File: src/rtl/t07_simon_sequence_display.sv
// Simon Says playback driver: flashes colours 0..stage of the live colour bus while the
// press detector sits in a display state, then pauses and repeats; all LEDs lit on an error.
module t07_simon_sequence_display #(
  parameter int CNT_W      = 24,
  parameter int ON_CYCLES  = 6_000_000,
  parameter int OFF_CYCLES = 3_000_000,
  parameter int GAP_CYCLES = 12_000_000,
  parameter int ERR_CYCLES = 6_000_000
) (
  input  logic       clk,
  input  logic       rst,
  input  logic [2:0] playing_state_in,
  input  logic       activate_rand,
  input  logic [3:0] simon_state_in,
  input  logic [9:0] simon_sequence_bus,
  input  logic       simon_error,
  output logic [3:0] simon_led,
  output logic [1:0] color_out,
  output logic       color_valid,
  output logic       seq_done,
  output logic       busy
);

  typedef enum logic [2:0] {IDLE, ON, OFF, GAP, ERR} phase_t;

  localparam logic [CNT_W-1:0] ON_LAST  = CNT_W'(ON_CYCLES - 1);
  localparam logic [CNT_W-1:0] OFF_LAST = CNT_W'(OFF_CYCLES - 1);
  localparam logic [CNT_W-1:0] GAP_LAST = CNT_W'(GAP_CYCLES - 1);
  localparam logic [CNT_W-1:0] ERR_LAST = CNT_W'(ERR_CYCLES - 1);
  localparam logic             ON_ONE   = (ON_CYCLES == 1);

  phase_t           phase;
  logic [2:0]       idx;
  logic [CNT_W-1:0] cnt;
  logic [3:0]       state_q;

  logic       active;
  logic [2:0] stage;
  logic [1:0] col_idx;
  logic [1:0] col_zero;
  logic [1:0] col_next;

  function automatic logic [1:0] colour(input logic [9:0] bus, input logic [2:0] i);
    logic [1:0] c;
    case (i)
      3'd0:    c = bus[1:0];
      3'd1:    c = bus[3:2];
      3'd2:    c = bus[5:4];
      3'd3:    c = bus[7:6];
      default: c = bus[9:8];
    endcase
    return c;
  endfunction

  assign active   = (playing_state_in == 3'd4) && !simon_state_in[0] && (simon_state_in <= 4'd8);
  assign stage    = simon_state_in[3:1];
  assign col_idx  = colour(simon_sequence_bus, idx);
  assign col_zero = colour(simon_sequence_bus, 3'd0);
  assign col_next = colour(simon_sequence_bus, idx + 3'd1);

  always_ff @(posedge clk) begin
    seq_done <= 1'b0;
    if (rst || activate_rand) begin
      phase       <= IDLE;
      idx         <= 3'd0;
      cnt         <= '0;
      state_q     <= 4'd0;
      simon_led   <= 4'b0000;
      color_out   <= 2'd0;
      color_valid <= 1'b0;
      busy        <= 1'b0;
    end else if (simon_error) begin
      phase       <= ERR;
      cnt         <= '0;
      idx         <= 3'd0;
      simon_led   <= 4'b1111;
      color_out   <= 2'd0;
      color_valid <= 1'b0;
      busy        <= 1'b1;
    end else if (phase == ERR) begin
      if (cnt == ERR_LAST) begin
        phase     <= IDLE;
        cnt       <= '0;
        simon_led <= 4'b0000;
        busy      <= 1'b0;
      end else begin
        cnt <= cnt + 1'b1;
      end
    end else if (phase != IDLE && !active) begin
      phase       <= IDLE;
      idx         <= 3'd0;
      cnt         <= '0;
      simon_led   <= 4'b0000;
      color_out   <= 2'd0;
      color_valid <= 1'b0;
      busy        <= 1'b0;
    end else if ((phase == IDLE && active) || (phase != IDLE && simon_state_in != state_q)) begin
      // fresh playback from colour 0: first entry, or the detector moved to another stage
      phase       <= ON;
      idx         <= 3'd0;
      cnt         <= '0;
      state_q     <= simon_state_in;
      simon_led   <= 4'b0001 << col_zero;
      color_out   <= col_zero;
      color_valid <= 1'b1;
      busy        <= 1'b1;
      seq_done    <= ON_ONE && (stage == 3'd0);
    end else begin
      case (phase)
        ON: begin
          if (cnt == ON_LAST) begin
            phase       <= (idx == stage) ? GAP : OFF;
            idx         <= (idx == stage) ? idx : idx + 3'd1;
            cnt         <= '0;
            simon_led   <= 4'b0000;
            color_out   <= 2'd0;
            color_valid <= 1'b0;
          end else begin
            // seq_done coincides with the final lit cycle of the last colour
            cnt       <= cnt + 1'b1;
            simon_led <= 4'b0001 << col_idx;
            color_out <= col_idx;
            seq_done  <= ((cnt + 1'b1) == ON_LAST) && (idx == stage);
          end
        end
        OFF: begin
          if (cnt == OFF_LAST) begin
            phase       <= ON;
            cnt         <= '0;
            simon_led   <= 4'b0001 << col_idx;
            color_out   <= col_idx;
            color_valid <= 1'b1;
            seq_done    <= ON_ONE && (idx == stage);
          end else begin
            cnt <= cnt + 1'b1;
          end
        end
        GAP: begin
          if (cnt == GAP_LAST) begin
            phase       <= ON;
            idx         <= 3'd0;
            cnt         <= '0;
            simon_led   <= 4'b0001 << col_zero;
            color_out   <= col_zero;
            color_valid <= 1'b1;
            seq_done    <= ON_ONE && (stage == 3'd0);
          end else begin
            cnt <= cnt + 1'b1;
          end
        end
        default: begin
          cnt <= '0;
        end
      endcase
    end
  end

  logic unused_next;
  assign unused_next = ^col_next;

endmodule

File: config.mk
export PLATFORM = sky130hd
export DESIGN_NAME = t07_simon_sequence_display
export DESIGN_NICKNAME = d
export VERILOG_FILES = /design/src/rtl/t07_simon_sequence_display.sv
export SDC_FILE = /design/constraint.sdc
export NUM_CORES = 1
export LEC_CHECK = 0
export BUFFER_PORTS_ARGS = -buffer_cell sky130_fd_sc_hd__buf_4
export CAP_MARGIN = 15
export CORE_ASPECT_RATIO = 0.8
export CORE_MARGIN = 5
export CORE_UTILIZATION = 50
export CTS_BUF_LIST = sky130_fd_sc_hd__clkbuf_4 sky130_fd_sc_hd__clkbuf_8
export CTS_CLUSTER_DIAMETER = 80
export DETAILED_ROUTE_END_ITERATION = 16
export PLACE_DENSITY = 0.69
export RECOVER_POWER = 100
export SYNTH_ARGS = -nofsm -noshare
export SYNTH_HDL_FRONTEND = slang
export SYNTH_SLANG_ARGS = --single-unit
File: constraint.sdc
create_clock -name clk -period 2.9 [get_ports clk]
set_input_delay 0.29 -clock clk [delete_from_list [all_inputs] [get_ports clk]]
set_output_delay 0.29 -clock clk [all_outputs]
set_load 0.1 [all_outputs]
-- Yosys cells after proc, flatten, opt, wreduce, memory -nomap -nowiden
Cells that the tools add are included.
- register bits after elaboration: 43
- input port bits: 21
- output and inout port bits: 9
- add/sub/neg operators: 2
- magnitude comparators: 1
- equal/unequal tests: 25
- shift-type cells: 2
- multiplexer cells: 49
- bitwise logic cells: 4
- reductions and logical operators: 28
- operators with widths (kind ; number):
    24-bit two-way mux ; 6
    24-bit case mux with 3 select lines ; 1
    24-bit by 23-bit equality test with 1-bit output, second input constant ; 2
    3-bit two-way mux ; 13
    4-bit two-way mux ; 8
    24-bit by 1-bit adder with 24-bit output, second input constant ; 1
    24-bit by 22-bit equality test with 1-bit output, second input constant ; 1
    24-bit equality test, second input constant ; 1
    5-bit AND reduction ; 4
    4-bit != test, second input constant ; 4
    5-bit != test, second input constant ; 3
    3-bit by 2-bit equality test with 1-bit output, second input constant ; 4
    6-bit != test, second input constant ; 2
    4-bit case mux with 3 select lines ; 1
    4-bit AND reduction ; 3
    1-bit two-way mux ; 10
    2-bit two-way mux ; 5
    3-bit case mux with 3 select lines ; 1
    2-bit case mux with 4 select lines ; 1
    4-bit nonzero test ; 2
    1-bit by 2-bit left shift with 4-bit output, first input constant ; 2
    7-bit nonzero test ; 1
    7-bit OR reduction ; 1
    3-bit by 1-bit equality test with 1-bit output, second input constant ; 2
    20 further kinds ; 32

-- Depth between registers and ports, before layout
- word-level depth: 9
- mapped depth: 8
- depth with buffers taken out: 8

-- Worst setup path before layout
No wires, ideal clock.
- path kind: register -> register
- from: register cnt[11]
- to: register cnt[20]
- data arrival time: 2.447 ns
- setup slack: 0.319 ns
- stages on the path, launching flop included: 9
- buffers on the path: 3
- clock period less this slack: 2.581 ns
- cell sequence: dfxtp_1 -> buf_6 -> or4b_1 -> or4_4 -> o41ai_4 -> and2_1 -> clkbuf_1 -> buf_2 -> nor4_1
- word-level cells in the longest chain between the ends: 6
- elaborated cells between the ends (all ways): 11
- RTL lines (item ; line ; text):
    from (decl) ; 34 ; logic [CNT_W-1:0] cnt;
    from (signal assigned) ; 87 ; cnt <= cnt + 1'b1;
    from (signal assigned) ; 120 ; cnt <= cnt + 1'b1;
    from (signal assigned) ; 135 ; cnt <= cnt + 1'b1;
    24-bit by 1-bit adder with 24-bit output, or another cell as far along ; - ;
    24-bit two-way mux (on tied branches) ; - ;
    24-bit case mux with 3 select lines ; 109 ; case (phase)
    24-bit two-way mux ; 97 ; end else if ((phase == IDLE && active) || (phase != IDLE && simon_state_in != state_q)) begin
    24-bit two-way mux ; 89 ; end else if (phase != IDLE && !active) begin
    24-bit two-way mux * ; 80 ; end else if (phase == ERR) begin
Mark *: on every way between the ends. The rest lies on a longest branch, timed or not.
A chain may end at the register's enable or synchronous reset.

-- Worst setup path in the final report
- from: register cnt[0]
- to: register simon_led[0]
- word-level cells in the longest chain between the ends: 7
- elaborated cells between the ends (all ways): 13
- RTL lines (item ; line ; text):
    24-bit by 23-bit equality test with 1-bit output ; 81, 111 ;
    4-bit two-way mux ; 111 ; if (cnt == ON_LAST) begin
    4-bit case mux with 3 select lines ; 109 ;
    4-bit two-way mux ; 97 ;
    4-bit two-way mux ; 89 ;
    4-bit two-way mux ; 80 ;
    4-bit two-way mux ; 72 ; end else if (simon_error) begin
    to (signal assigned) ; 103 ; simon_led <= 4'b0001 << col_zero;
    to (signal assigned) ; 121 ; simon_led <= 4'b0001 << col_idx;
    to (signal assigned) ; 130 ; simon_led <= 4'b0001 << col_idx;
    to (decl) ; 17 ; output logic [3:0] simon_led,
Several ways; a longest one is shown, not always the timed one.

==> flow_summary.toml <==
[global_routing]
grt_pass1_vias = 2439
grt_start_max_net_pins = 25
antenna_found_initial = 0
grt_overflow = 0
grt_util_all_layers_pct = 20.7
grt_pass1_wl_um = 12300

[sta]
fmax_mhz = 366
fin_ws_ps = 168
worstMarginPinSlew_ps = 1170
drv_slew = 0
fin_crit_ps = 2730
final.setup_skew_ps = 7.88
fin_crit_sh_pct = 94.2
finalSetupViolations = 0
finalHoldViolCount = 0
rsz0062_at_grt = "no"
max-slew-margin-rel_pct = 22.2
tns_ps = 0

[final_layout]
final-seq-area_um2 = 861
nFillCells = 509
area_delta_synth_final_pct = 12.5
nNetsFinal = 411
diodes = 0
multi_input_area_mm2 = 0.00190
drive_gt1_share_pct = 12.2
final_util_pct = 59.1

[drt]
viasPerCell = 6.03
drt_iter0_markers = 276
via_count = 2786
wl_um = 7580
wire_per_inst_um = 16.4
drc = 0
dr.pass1.iters = 5
drt.antenna.violating_nets = 0

[logic_synthesis]
seq_area_frac_synth_pct = 29.5
synth_seq_cells = 43
synthesis.nets = 387
yosysWarnings = 0
synthTopCellsByArea = "dfxtp_1, nor4_1, xnor2_1"
synth_top_area_share_pct = 29.5
synth-edff-count = 0
synth_cell_types = 58
syn_inst = 359
yosys.area.top_type = "dfxtp_1"
synth_area_mm2 = 0.00292
syn_area_per_cell_um2 = 8.13
async_flop_share_pct = 0
synth_ff_type = "dfxtp_1"

[floorplan]
dieArea_mm2 = 0.00747
core_area_mm2 = 0.00556
io_pins = 30
die_h_um = 78.3
die_w_um = 95.4
start_util_pct = 52.5
fp-row-count = 24

[worst_hold_path]
worstHoldPathType = "input pin to flop"

[worst_setup_path]
arrival_ps = 2910
worstPathRequired_ps = 3080
critPathCaptureType = "flop"
critPathLaunchType = "flop"
path_max_fanout = 8
path_class = "flop to flop"

[job]
drv_cap = 0

[power]
power_mw = 1.17
ir_worst_vdd_v = 0.000305
power_density_mw_per_mm2 = 356
power_leakage_nw = 1.11

[clock_network]
cts_buffers = 5
cts_root_buf = "clkbuf_8"
h-tree-depth = 2
ctsResizeCount = 0
cts_tree = "yes"
clk_latency_ps = 300
clkSinkCount = 43
clkSlewWorstSetupHoldPaths_ps = 80
clockBufferDepth = 2
post_cts_buffers = 0

[placement]
dpl.hpwl_um = 5650
place_congestion = 0.909
place.port_buffers = 29
dpl_worst_slack_ps = 145

[status]
status = "finished clean"
## final timing paths
| check | startpoint | to | slack (ps) | depth (start not counted) |
|---|---|---|---|---|
| max reg2reg | cnt[0]$_SDFF_PP0_ | simon_led[0]$_SDFFE_PP0P_ | 170 | 7 |
| max | cnt[0]$_SDFF_PP0_ | simon_led[0]$_SDFFE_PP0P_ | 170 | 7 |
| min | simon_state_in[3] | state_q[3]$_SDFFE_PP0P_ | 270 | 3 |
| min reg2reg | color_out[0]$_SDFFE_PP0P_ | color_out[0]$_SDFFE_PP0P_ | 470 | 2 |
## timing repair
| action | 4_1_cts | 5_1_grt |
|---|---|---|
| hold buffers | 0 | 0 |
| hold endpoints to repair | 0 | 0 |
| endpoints found under the setup margin | 0 | 11 |
## Yosys cell counts (all sizes together), types with 5 or more instances
cell and instances:
dfxtp 43, nor4 28, nand2 27, nor2 27, xnor2 20, a21oi 17, clkbuf 16, nand3 16
xor2 11, inv 10, mux2i 10, nand4 10, o21ai 10, and3 9, buf 8, nor3 8
ha 7, a22oi 5, and4 5, nand2b 5
## worst max-delay path, cell delays in order, from the launching register on
cell,delay (ps)
dfxtp_1,410
ha_1,260
nand3_1,210
or4_4,580
o41ai_4,430
a2111oi_0,260
a221oi_1,330
a211oi_1,120
## state kept, by name, indices dropped and copies added, names as in the netlist
register	cells
color_valid	1
phase	3
simon_led	4
busy	1
cnt	24
seq_done	1
state_q	4
color_out	2
idx	3
## layer usage
| layer | vias to the layer above | wire (µm) | GRT usage, % |
|---|---|---|---|
| met3 | 2 | 514 | 4.88 |
| met4 | 0 | 36 | 3.13 |
| met1 | 1302 | 3920 | 32.6 |
| li1 | 1390 | - | - |
| met2 | 92 | 3110 | 28.7 |
| met5 | - | 0 | 0 |
## final cells by class
cell class / count / area share [%]
tap: 78 / 2.97
timing repair buffer: 41 / 9.11
clock buffer: 6 / 2.33
clock inverter: 2 / 0.381
multi-input combinational: 282 / 57.8
sequential: 43 / 26.2
inverter: 10 / 1.14
## power breakdown
part	leakage (nW)	switching, mW	total [mW]	internal (mW)
registers	0.347	0.00401	0.600	0.596
clock network	0.0446	0.211	0.389	0.178
logic	0.716	0.117	0.178	0.0614
## cells in the final DEF (no fill, tap or decap), types with 4 or more instances in the layout
cell type and n:
a211oi_1 4, a21oi_1 17, a22oi_1 5, a31oi_1 4, and2_1 4, and3_1 9, and4_1 5, buf_4 30
clkbuf_1 9, clkbuf_8 5, dfxtp_1 43, ha_1 7, inv_1 10, mux2i_1 10, nand2_1 27, nand2b_1 5
nand3_1 16, nand3b_1 4, nand4_1 10, nor2_1 27, nor3_1 7, nor4_1 28, nor4b_1 4, o21ai_0 10
xnor2_1 20, xor2_1 11
## logic make-up after synthesis
kind of cell,after synthesis,share of synthesized area (%)
simple gates,167,32.9
flops,43,29.5
mux,12,4.20
buf+inv,34,5.27
fa+ha+maj,7,3.00
compound gates,65,15.8
xor+xnor,31,9.31
## per-stage QoR
step	hold slack, ps	area, µm²	instances
after floorplan	434	2920	359
after global placement	458	3230	454
after detailed placement	461	3230	454
after CTS	264	3320	462
after global routing	271	3280	462
final	267	3280	462
(Power assumes the default switching activity.)
